--- config.mk ---
export PLATFORM = sky130hd
export DESIGN_NAME = uart_frame_parser
export DESIGN_NICKNAME = d
export VERILOG_FILES = /design/src/rtl/uart_frame_parser.sv
export SDC_FILE = /design/constraint.sdc
export NUM_CORES = 1
export LEC_CHECK = 0
export BUFFER_PORTS_ARGS = -buffer_cell sky130_fd_sc_hd__clkbuf_2
export CAP_MARGIN = 20
export CELL_PAD_IN_SITES_DETAIL_PLACEMENT = 1
export CELL_PAD_IN_SITES_GLOBAL_PLACEMENT = 1
export CORE_MARGIN = 3
export CORE_UTILIZATION = 56
export CTS_CLUSTER_DIAMETER = 150
export CTS_CLUSTER_SIZE = 14
export DETAILED_ROUTE_END_ITERATION = 16
export PLACE_DENSITY = 0.86
export SYNTH_ARGS = -nofsm -noshare
export SYNTH_HDL_FRONTEND = slang
export SYNTH_SLANG_ARGS = --single-unit
--- constraint.sdc ---
create_clock -name clk -period 3.5 [get_ports clk]
set_clock_uncertainty 0.15 [all_clocks]
set_input_delay 0.35 -clock clk [delete_from_list [all_inputs] [get_ports clk]]
set_output_delay 0.35 -clock clk [all_outputs]
set_load 0.05 [all_outputs]
--- src/rtl/uart_frame_parser.sv ---
// Deframes a UART byte stream: SYNC, LEN, payload, XOR checksum. Verified payloads
// are replayed from an internal buffer on a valid/ready stream; faults pulse err_*.
module uart_frame_parser #(
  parameter int unsigned             DATA_WIDTH   = 8,
  parameter int unsigned             MAX_LEN      = 16,
  parameter logic [DATA_WIDTH-1:0]   SYNC_BYTE    = 8'hA5,
  parameter int unsigned             TIMEOUT_CLKS = 20000
) (
  input  logic                  clk,
  input  logic                  arst_n,
  input  logic                  rx_dv,
  input  logic [DATA_WIDTH-1:0] rx_data,
  output logic                  m_valid,
  input  logic                  m_ready,
  output logic [DATA_WIDTH-1:0] m_data,
  output logic                  m_last,
  output logic [7:0]            m_len,
  output logic                  frame_ok,
  output logic                  err_chk,
  output logic                  err_len,
  output logic                  err_timeout,
  output logic                  err_overrun,
  output logic [2:0]            dbg_state
);

  // Stream handshake: a byte transfers on every clk edge where m_valid && m_ready;
  // m_valid never drops and m_data/m_last/m_len never change until that transfer.

  localparam int unsigned IW = $clog2(MAX_LEN + 1);
  localparam int unsigned AW = (MAX_LEN > 1) ? $clog2(MAX_LEN) : 1;
  localparam int unsigned TW = (TIMEOUT_CLKS > 2) ? $clog2(TIMEOUT_CLKS) : 1;
  localparam logic [TW-1:0] TMO_LAST = TW'(TIMEOUT_CLKS - 1);
  localparam logic [7:0]    MAX_LEN8 = 8'(MAX_LEN);

  typedef enum logic [2:0] {
    S_IDLE    = 3'd0,
    S_LEN     = 3'd1,
    S_PAYLOAD = 3'd2,
    S_CHK     = 3'd3,
    S_OUT     = 3'd4
  } state_t;

  state_t                state_q, state_d;
  logic [7:0]            len_q, len_d;
  logic [DATA_WIDTH-1:0] acc_q, acc_d;
  logic [IW-1:0]         wr_q, wr_d, rd_q, rd_d;
  logic [TW-1:0]         tmo_q, tmo_d;
  logic                  wr_en;
  logic                  ok_d, err_chk_d, err_len_d, err_tmo_d, err_ovr_d;
  logic [DATA_WIDTH-1:0] mem_q [MAX_LEN];
  logic [7:0]            len_in;
  logic                  rd_last;

  assign len_in    = 8'(rx_data);
  assign rd_last   = (8'(rd_q) == len_q - 8'd1);
  assign m_valid   = (state_q == S_OUT);
  assign m_last    = m_valid && rd_last;
  assign m_data    = m_valid ? mem_q[rd_q[AW-1:0]] : '0;
  assign m_len     = m_valid ? len_q : '0;
  assign dbg_state = state_q;

  always_comb begin
    state_d   = state_q;
    len_d     = len_q;
    acc_d     = acc_q;
    wr_d      = wr_q;
    rd_d      = rd_q;
    tmo_d     = '0;
    wr_en     = 1'b0;
    ok_d      = 1'b0;
    err_chk_d = 1'b0;
    err_len_d = 1'b0;
    err_tmo_d = 1'b0;
    err_ovr_d = 1'b0;
    case (state_q)
      S_IDLE: begin
        if (rx_dv && rx_data == SYNC_BYTE) state_d = S_LEN;
      end
      S_LEN: begin
        if (rx_dv) begin
          if (len_in == 8'd0 || len_in > MAX_LEN8) begin
            err_len_d = 1'b1;
            state_d   = S_IDLE;
          end else begin
            len_d   = len_in;
            acc_d   = rx_data;
            wr_d    = '0;
            state_d = S_PAYLOAD;
          end
        end
      end
      S_PAYLOAD: begin
        if (rx_dv) begin
          wr_en = 1'b1;
          acc_d = acc_q ^ rx_data;
          wr_d  = wr_q + IW'(1);
          if (8'(wr_q) == len_q - 8'd1) state_d = S_CHK;
        end
      end
      S_CHK: begin
        if (rx_dv) begin
          if (rx_data == acc_q) begin
            rd_d    = '0;
            state_d = S_OUT;
          end else begin
            err_chk_d = 1'b1;
            state_d   = S_IDLE;
          end
        end
      end
      S_OUT: begin
        // Bytes arriving while the buffer drains are dropped, never parsed.
        if (rx_dv) err_ovr_d = 1'b1;
        if (m_ready) begin
          rd_d = rd_q + IW'(1);
          if (rd_last) begin
            ok_d    = 1'b1;
            state_d = S_IDLE;
          end
        end
      end
      default: state_d = S_IDLE;
    endcase

    // A byte in the expiry cycle takes priority over the timeout.
    if ((state_q == S_LEN || state_q == S_PAYLOAD || state_q == S_CHK) && !rx_dv) begin
      if (tmo_q == TMO_LAST) begin
        err_tmo_d = 1'b1;
        state_d   = S_IDLE;
      end else begin
        tmo_d = tmo_q + TW'(1);
      end
    end
  end

  always_ff @(posedge clk or negedge arst_n) begin
    if (!arst_n) begin
      state_q     <= S_IDLE;
      len_q       <= '0;
      acc_q       <= '0;
      wr_q        <= '0;
      rd_q        <= '0;
      tmo_q       <= '0;
      frame_ok    <= 1'b0;
      err_chk     <= 1'b0;
      err_len     <= 1'b0;
      err_timeout <= 1'b0;
      err_overrun <= 1'b0;
    end else begin
      state_q     <= state_d;
      len_q       <= len_d;
      acc_q       <= acc_d;
      wr_q        <= wr_d;
      rd_q        <= rd_d;
      tmo_q       <= tmo_d;
      frame_ok    <= ok_d;
      err_chk     <= err_chk_d;
      err_len     <= err_len_d;
      err_timeout <= err_tmo_d;
      err_overrun <= err_ovr_d;
    end
  end

  always_ff @(posedge clk) begin
    if (wr_en) mem_q[wr_q[AW-1:0]] <= rx_data;
  end

endmodule
==> results of run 1 <==
## cells in the mapped netlist (all sizes together), types with 10 or more instances
master / n
dfrtp: 49
clkbuf: 13
nand2: 27
nor2b: 15
edfxtp: 128
nor2: 38
nor3: 11
and2: 12
xor2: 27
a211oi: 20
inv: 15
nand3: 10
mux4: 32
xnor2: 12
## cell type report
| type | count | area share |
|---|---|---|
| Clock buffer | 17 | 0.0485 |
| Tap cell | 176 | 0.0251 |
| Sequential cell | 177 | 0.578 |
| Timing Repair Buffer | 53 | 0.0351 |
| Clock inverter | 15 | 0.0162 |
| Inverter | 15 | 0.00641 |
| Multi-Input combinational cell | 301 | 0.291 |
## worst paths after layout
check / start / end / slack (ns) / cells past startpoint
worst max-delay path: rd_q[2] / m_last / 0.34 / 6
worst min-delay path: rx_dv / err_overrun / 0.11 / 2
worst max register to register: dbg_state[0] / mem_q[2][4] / 0.87 / 5
worst min register to register: acc_q[7] / acc_q[7] / 0.36 / 1
max in group asynchronous: arst_n / rd_q[0] / 2.26 / 3
min in group asynchronous: arst_n / tmo_q[10] / 0.26 / 2
## power by group
part	internal, W	total (W)	switching (W)
logic	0.0000527	0.000156	0.000103
clock network	0.00104	0.00184	0.000794
registers	0.00226	0.00228	0.0000125
total	0.00336	0.00427	0.000910
## cell usage in the layout, fill, tap and decap left out, types with 3 or more instances in the layout
cell        count
nor3_1         10
dfrtp_1        48
buf_4          15
or3_1           5
clkinvlp_4      4
nor2_1         37
mux2i_1         9
nand3b_1        3
clkbuf_16      17
mux2_1          3
a21oi_1         6
edfxtp_1      128
and2_1         12
nand4_1         5
and3_1          9
inv_1          14
nand3_1        10
clkinv_2        3
clkinv_1        3
mux4_2         32
o21ai_1         6
nor3b_1         4
nand2_1        27
a211oi_1       20
xor2_1         27
a31oi_1         5
clkbuf_2       37
xnor2_1        12
o31ai_1         5
ha_1            7
or4_1           3
nor2b_1        15
## state kept, by name, indices dropped and copies added, names as in the netlist
register,count
wr_q,5
mem_q,128
rd_q,5
frame_ok,1
len_q,8
acc_q,8
err_len,1
dbg_state,3
err_overrun,1
err_timeout,1
tmo_q,15
err_chk,1
## timing repair
| item | CTS | global route |
|---|---|---|
| endpoints found under the hold margin | 16 | 0 |
| hold buffers | 1 | 0 |
| setup endpoints to repair | 0 | 0 |
## routing by layer
metal / up-vias / part of all wire
li1: 2053 / -
met1: 2373 / 0.42
met2: 132 / 0.51
met3: 23 / 0.045
met4: 0 / 0.020
met5: - / 0
## cells by family after synthesis
family,Yosys count,share of synthesized area
compound gates,53,0.0486
buf+inv,37,0.0228
flops,177,0.650
xor+xnor,40,0.0467
fa+ha+maj,7,0.0112
simple gates,157,0.113
mux,44,0.108
## through the flow
step	utilization	hold WS, ns	total power [W]
final	0.653	0.114	0.00427
after global routing	0.653	0.118	0.00440
after CTS	0.653	0.0869	0.00430
after detailed placement	0.610	0.167	0.00247
after global placement	0.610	0.155	0.00246
after floorplan	-	-0.0956	0.00240
==> metrics.txt, run 1 <==
number of max-cap violations 0; Finished Cell Area between 8000 and 9000 um^2; unrepaired setup endpoints after global routing false; Slowest-stage cell, CP dfrtp_1; met2 usage 0.441; Largest stage delay, worst path between 0.9 and 1 ns; Yosys top cell by area edfxtp_1; post-synthesis cell type count between 50 and 60; Core ar. approximately 13000 um^2; Antenna Cells 0; final critical-path required period 3.16 ns; clk_lat worst skew about 0.43 ns; crit path cell chain buf_4, xor2_1, nand3_1, or3_1, nor2_1, clkbuf_2; 1st-iter DRT viols approximately 300; Cells after Synth around 520; CTS tree yes; Detail Route Antenna Nets 0; Vias/cell between 6 and 7; Mapped Nets approximately 530; Worst VDD drop approximately 0.00032 V; placed cells between 700 and 800; clock sinks 177; Post-synth ARST share 0.277; htree depth 4; Slew @ Worst Pin between 0.9 and 1 ns; Area growth syn-to-layout 12.5%; CTS Buf Count 17; crit path capture type primary output; busiest grt layer met2; Final period util 0.903; dpl hpwl 12200 um; largest net degree at the start of global routing 37; Post-Syn Area between 7000 and 8000 um^2; Layout Cells excl Fill roughly 750; routability cong. ~0.8; CP startpoint kind flop; clock root cell clkbuf_16; Final setup viols 0; clock buffer depth 2; Core Rows 42; post-synth top area share 0.493; TNS Setup 0 ns; IO Pins 38; cell family with most CP delay flip-flops; Tot GR Track Use 0.263; count of final max-slew check failures 0; WP data arrival approximately 2.7 ns; Buffers on Ports 37; CP required around 3 ns; Final WS setup about 0.34 ns; die area 15400 um^2; final hold viol count 0; Die X-Extent 124 um; number of synthesis warnings 0; syn_area_per_cell around 15 um^2; Die Y around 120 um; Post-synth top flop edfxtp_1; NumNets Final around 580; crit path kind reg -> out; initial antenna violation count 0; CP Max Fanout 20; CP Buf/Inv Count 2; placed cell areas a little over 8000 um^2; total congestion overflow 0; Initial Util 0.580; post-synthesis sequential area ratio 0.650; final wirelength 18300 um; Avg WL per Cell approximately 24 um; share of layout cells above drive strength 1 0.215; Post-synth EDFFs between 100 and 150; via count ~4600; Pre-Repair DR Iteration Count 4; Area contributors post-synth edfxtp_1, dfrtp_1, mux4_2; vias in the first global route ~5000; sequential cell area 5070 um^2; filler instances ~1300; area of the multi-input gates 2560 um^2; first-pass GRT wire length approximately 29000 um; status completed; Setup Buffers After CTS 0; Worst Hold Class in -> reg; Residual DRC 0; CTS resizes 0; leakage roughly 3.2 nW; met1 usage 0.345; flop and latch count out of synthesis approximately 180; met3 Use GR 0.0590; Rel. slew slack 0.355; clock transition at the registers of the reported paths 0.07 ns; power density over cell area approximately 500 nW/um^2; DP Worst Slack 0.728 ns; fmax between 300 and 400 MHz
Power figures use the tool's default switching activity.
==> run 2: changes to the inputs <==
--- a/config.mk
+++ b/config.mk
@@ -5,15 +5,15 @@
 export SDC_FILE = /design/constraint.sdc
 export NUM_CORES = 1
 export LEC_CHECK = 0
-export BUFFER_PORTS_ARGS = -buffer_cell sky130_fd_sc_hd__clkbuf_2
 export CAP_MARGIN = 20
 export CELL_PAD_IN_SITES_DETAIL_PLACEMENT = 1
 export CELL_PAD_IN_SITES_GLOBAL_PLACEMENT = 1
 export CORE_MARGIN = 3
-export CORE_UTILIZATION = 56
+export CORE_UTILIZATION = 58
 export CTS_CLUSTER_DIAMETER = 150
 export CTS_CLUSTER_SIZE = 14
 export DETAILED_ROUTE_END_ITERATION = 16
+export DONT_BUFFER_PORTS = 1
 export PLACE_DENSITY = 0.86
 export SYNTH_ARGS = -nofsm -noshare
 export SYNTH_HDL_FRONTEND = slang
==> constraint.sdc (replaced) <==
create_clock -name clk -period 3.8 [get_ports clk]
set_clock_uncertainty 0.15 [all_clocks]
set_input_delay 0.38 -clock clk [delete_from_list [all_inputs] [get_ports clk]]
set_output_delay 0.38 -clock clk [all_outputs]
set_load 0.05 [all_outputs]
==> run 2 against run 1 <==
  * Clock power fell by 4%
  * Final area rose by 0.60%
  * Sequential share of layout area decreased by 0.34 points
  * Die area shrank 3.3%
==> metrics.txt, run 2 (synthesis gave the netlist of run 1 again) <==
status completed (unchanged); number of max-cap violations 0 (unchanged); clock root cell clkbuf_16 (unchanged); count of final max-slew check failures 0 (unchanged); largest net degree at the start of global routing 50 (was 37); CTS Buf Count 17 (unchanged); via count 4649 (was 4581); clock buffer depth 2 (unchanged); CP Max Fanout 21 (was 20); fmax between 200 and 300 MHz; Antenna Cells 0 (unchanged); clk_lat worst skew 0.44 ns (was 0.43 ns); Core Rows 41 (was 42); crit path capture type primary output (unchanged); Worst R2R Setup Slack 0.66 ns (was 0.87 ns); max reg flops 128 (unchanged); crit path kind reg -> out (unchanged); routability cong. 0.845 (was 0.802); Worst Hold Class in -> reg (unchanged); Residual DRC 0 (unchanged); dpl hpwl 12200 um (about the same); WP data arrival 2.92 ns (was 2.66 ns); power density over cell area 455 nW/um^2 (was 486 nW/um^2); Vias/cell 6.38 (was 6.08); Rel. slew slack 0.268 (was 0.355); 1st-iter DRT viols 550 (was 307); Die Y 122 um (was 124 um); Pre-Repair DR Iteration Count 5 (was 4); Slew @ Worst Pin 1.09 ns (was 0.968 ns); Final period util 0.908; Die X-Extent 122 um (was 124 um); CTS tree yes (unchanged); NumNets Final 563 (was 584); Tot GR Track Use 0.298 (was 0.263); Detail Route Antenna Nets 0 (unchanged); Area growth syn-to-layout 13.2% (was 12.5%); die area 14900 um^2 (was 15400 um^2); Initial Util 0.606 (was 0.580); IO Pins 38 (unchanged); Core ar. 12900 um^2 (was 13500 um^2); CP required 3.27 ns (was 3.00 ns); CP startpoint kind flop (unchanged); leakage 3.15 nW (was 3.20 nW); vias in the first global route 5103 (was 4979); share of layout cells above drive strength 1 0.185 (was 0.215); clock transition at the registers of the reported paths 0.07 ns (about the same); Worst VDD drop 0.000315 V (was 0.000317 V); Final setup viols 0 (unchanged); initial antenna violation count 0 (unchanged); unrepaired setup endpoints after global routing false (unchanged); total congestion overflow 0 (unchanged); TNS Setup 0 ns (unchanged); final hold viol count 0 (unchanged); final critical-path required period about 3.4 ns; clock sinks 177 (unchanged); htree depth 4 (unchanged); Avg WL per Cell 28.1 um (was 24.3 um); commonest non-fill, non-tap cells in the layout edfxtp_1, dfrtp_1, nor2_1 (was edfxtp_1, dfrtp_1, nor2_1, clkbuf_2, mux4_2); final wirelength 20500 um (was 18300 um); first-pass GRT wire length 31700 um (was 28800 um); Buffers on Ports 0 (was 37); final hold slack 0.00947 ns (was 0.114 ns); commonest non-fill, non-tap cell in the layout edfxtp_1 (unchanged); Setup Buffers After CTS 0 (unchanged)
run 2: routing by layer:
metal / global-route usage / part of all wire / vias up
met5: 0 / 0 / -
met4: 0.104 / 0.019 / 0
met3: 0.0599 / 0.054 / 33
met2: 0.512 / 0.53 / 174
met1: 0.380 / 0.39 / 2431
li1: - / - / 2011
run 2: what timing repair did:
| item | CTS | global route |
|---|---|---|
| hold buffers | 11 | 0 |
| resized for setup | 0 | 0 |
| endpoints found under the setup margin | 0 | 0 |
| endpoints found under the hold margin | 186 | 0 |
run 2: final timing paths:
kind,cells after the start,to,startpoint
worst max-delay path,6,m_data[3],rd_q[0]
worst min-delay path,2,acc_q[2],rx_data[2]
worst max register to register,7,rd_q[4],dbg_state[0]
worst min register to register,1,acc_q[7],acc_q[7]
max in group asynchronous,2,rd_q[0],arst_n
min in group asynchronous,2,tmo_q[7],arst_n
run 2: where the power goes:
part           leakage (nW)  internal, W  switching (W)
registers              1.82      0.00208      0.0000178
clock network         0.283      0.00103       0.000743
logic                  1.05    0.0000534      0.0000892
run 2: worst max-delay path: stages, from the launching register on:
cell	delay [ns]
dfrtp_2	0.71
buf_12	0.28
mux4_2	0.52
nor2b_1	0.16
a211oi_1	0.44
a211oi_2	0.11
buf_4	0.25
run 2: stage by stage:
step / std cells / setup WS (ns) / total power (W) / util / area [um^2]
floorplan: 515 / 0.810 / 0.00221 / - / 7800
global placement: 686 / 0.941 / 0.00222 / 0.630 / 8110
detailed placement: 686 / 0.822 / 0.00223 / 0.630 / 8110
CTS: 729 / 0.314 / 0.00403 / 0.686 / 8830
global route: 729 / 0.209 / 0.00413 / 0.686 / 8830
finish: 729 / 0.351 / 0.00402 / 0.686 / 8830
run 2: area by class of cell:
cell class                      count  area (um^2)
Sequential cell                   177         5070
Fill cell                        1124         4040
Multi-Input combinational cell    301         2600
Clock buffer                       18          429
Timing Repair Buffer               32          298
Tap cell                          172          215
Clock inverter                     14          166
Inverter                           15         56.3
==> run 3: changes to the inputs <==
==> constraint.sdc (replaced) <==
create_clock -name clk -period 4.3 [get_ports clk]
set_clock_uncertainty 0.15 [all_clocks]
set_input_delay 0.43 -clock clk [delete_from_list [all_inputs] [get_ports clk]]
set_output_delay 0.43 -clock clk [all_outputs]
set_load 0.05 [all_outputs]
==> run 3 against run 2 <==
  * Sequential cell count unchanged
  * Register-to-register slack improved by 0.55 ns
  * Global-route usage increased by 0.27 points
  * Worst hold slack improved by 0.0087 ns
  * Routed wire length increased by 0.19%
  * Clock power decreased by 5%
  * Utilization decreased by 0.46 points
  * Via count increased by 0.77%
  * Combinational power decreased by 14%
  * Largest cell class unchanged
==> metrics.txt, run 3 (synthesis gave the netlist of run 1 again) <==
die area 14900 um^2 (unchanged); Core Rows 41 (unchanged); max reg flops 128 (unchanged); Int Power 0.00292 W (was 0.00317 W); final wirelength 20600 um (was 20500 um); Vias/cell 6.53 (was 6.38); Pre-Repair DR Iteration Count 5 (unchanged); unrepaired setup endpoints after global routing false (unchanged); Comb pwr share 0.034 (was 0.035); Core ar. 12900 um^2 (unchanged); hold wc startpoint rx_data[3] (was rx_data[2]); Tot GR Track Use 0.300 (was 0.298); Area growth syn-to-layout 12.4% (was 13.2%); CTS tree yes (unchanged); Detail Route Antenna Nets 0 (unchanged); htree depth 4 (unchanged); Setup Buffers After CTS 0 (unchanged); first-pass GRT wire length 32000 um (was 31700 um); Largest stage delay, worst path 1.08 ns (was 0.71 ns); Critical Path Source rd_q[2] (was rd_q[0]); total congestion overflow 0 (unchanged); leakage 3.10 nW (was 3.15 nW); clk_lat worst skew 0.43 ns (was 0.44 ns); crit path kind reg -> out (unchanged); Initial Util 0.606 (unchanged); sequential cell area 5070 um^2 (unchanged); met2 WL post-DR 10900 um (about the same); share of layout cells above drive strength 1 0.167 (was 0.185); initial antenna violation count 0 (unchanged); CP required 3.72 ns (was 3.27 ns); hold_buf cts 11 (unchanged); clock root cell clkbuf_16 (unchanged); status completed (unchanged); count of final max-slew check failures 0 (unchanged); Worst VDD drop 0.000325 V (was 0.000315 V); crit path cell chain mux4_2, nor2b_1, a211oi_1, a211oi_2 (was buf_12, mux4_2, nor2b_1, a211oi_1, a211oi_2, buf_4); Avg WL per Cell 28.7 um (was 28.1 um); Rel. slew slack 0.250 (was 0.268); area of the multi-input gates 2600 um^2 (unchanged); clock buffer depth 2 (unchanged); Buffers on Ports 0 (unchanged); sequential share of power 0.507 (was 0.523); Final setup viols 0 (unchanged); 1st-iter DRT viols 436 (was 550); Worst Hold Class in -> reg (unchanged); Net Sw Frac 0.203 (was 0.212); TNS Setup 0 ns (unchanged); routability cong. 0.803 (was 0.845); filler instances 1133 (was 1124); reg2reg start dbg_state[1] (was dbg_state[0]); IO Pins 38 (unchanged); number of max-cap violations 0 (unchanged); power density over cell area 417 nW/um^2 (was 455 nW/um^2); final hold viol count 0 (unchanged); Final period util 0.834; Slowest-stage cell, CP dfrtp_1 (was dfrtp_2); Die Y 122 um (unchanged); post-layout util 0.681 (was 0.686); met1 wire length 8140 um (was 8070 um); dpl hpwl 11800 um (was 12200 um); CTS Buf Count 17 (unchanged); largest net degree at the start of global routing 50 (unchanged); CP Max Fanout 24 (was 21); via count 4685 (was 4649); Slew @ Worst Pin 1.13 ns (was 1.09 ns); Antenna Cells 0 (unchanged); vias in the first global route 5059 (was 5103); Clock power frac 0.460 (was 0.442); CTS resizes 0 (unchanged); crit path capture type primary output (unchanged); Residual DRC 0 (unchanged); commonest non-fill, non-tap cells in the layout edfxtp_1, dfrtp_1, nor2_1 (unchanged); commonest non-fill, non-tap cell in the layout edfxtp_1 (unchanged); clock sinks 177 (unchanged); Top Metal Used met4 (unchanged); fmax 279 MHz; Die X-Extent 122 um (unchanged); total length of routed met3 wires 1060 um (was 1120 um); WP data arrival 3.01 ns (was 2.92 ns); NumNets Final 551 (was 563); Net Switching 0.000743 W (was 0.000850 W); clock transition at the registers of the reported paths 0.07 ns (about the same); CP startpoint kind flop (unchanged); final critical-path required period between 3 and 4 ns
## run 3: changes by cell type in the layout (fill, tap and decap cells not counted)
cell and change:
buf_12 -1, bufinv_16 +2, clkinv_4 -3, inv_6 +2, buf_4 -11, clkinvlp_4 -1
## run 3: worst max-delay path, delay by kind of cell (launching register included)
kind,cells,cell delay (ns)
flops,1,1.08
mux,1,0.37
simple gates,1,0.17
compound gates,2,0.94
## run 3: area by class of cell
type	instances	share of cell area
tap	172	0.0245
inverter	15	0.00642
clock inverter	14	0.0240
sequential	177	0.578
timing repair buffer	20	0.0222
multi-input combinational	301	0.296
clock buffer	18	0.0489
## run 3: power groups by stage
| stage | registers, W | clock network, W | logic, W |
|---|---|---|---|
| after floorplan | 0.00189 | 0 | 0.0000682 |
| after detailed placement | 0.00189 | 0 | 0.0000798 |
| after global placement | 0.00189 | 0 | 0.0000750 |
| after global routing | 0.00185 | 0.00177 | 0.000133 |
| final | 0.00185 | 0.00168 | 0.000123 |
| after CTS | 0.00185 | 0.00169 | 0.000124 |
## run 3: path summary, 6_finish.rpt
kind	end	slack (ns)	cells past startpoint
worst max-delay path	m_data[3]	0.71	4
worst min-delay path	acc_q[3]	0.02	2
worst max register to register	wr_q[4]	1.21	5
worst min register to register	tmo_q[0]	0.38	1
max in group asynchronous	rd_q[0]	3.39	2
min in group asynchronous	err_len	0.36	2
## run 3: routing by layer
layer,vias to the layer above,track usage
met1,2473,0.393
met5,-,0
met3,40,0.0506
met4,0,0.100
met2,186,0.517
li1,1986,-
## run 3: stage by stage
step           total power [W]  setup slack (ns)  hold WS [ns]  area [um^2]  cells
6_report               0.00366             0.712        0.0182         8770    717
5_1_grt                0.00376             0.598        0.0137         8770    717
4_1_cts                0.00367             0.680      0.000320         8770    717
3_5_place_dp           0.00197              1.24       -0.0142         8010    674
3_3_place_gp           0.00196              1.29       -0.0141         8010    674
2_1_floorplan          0.00195              1.26       -0.0156         7800    515
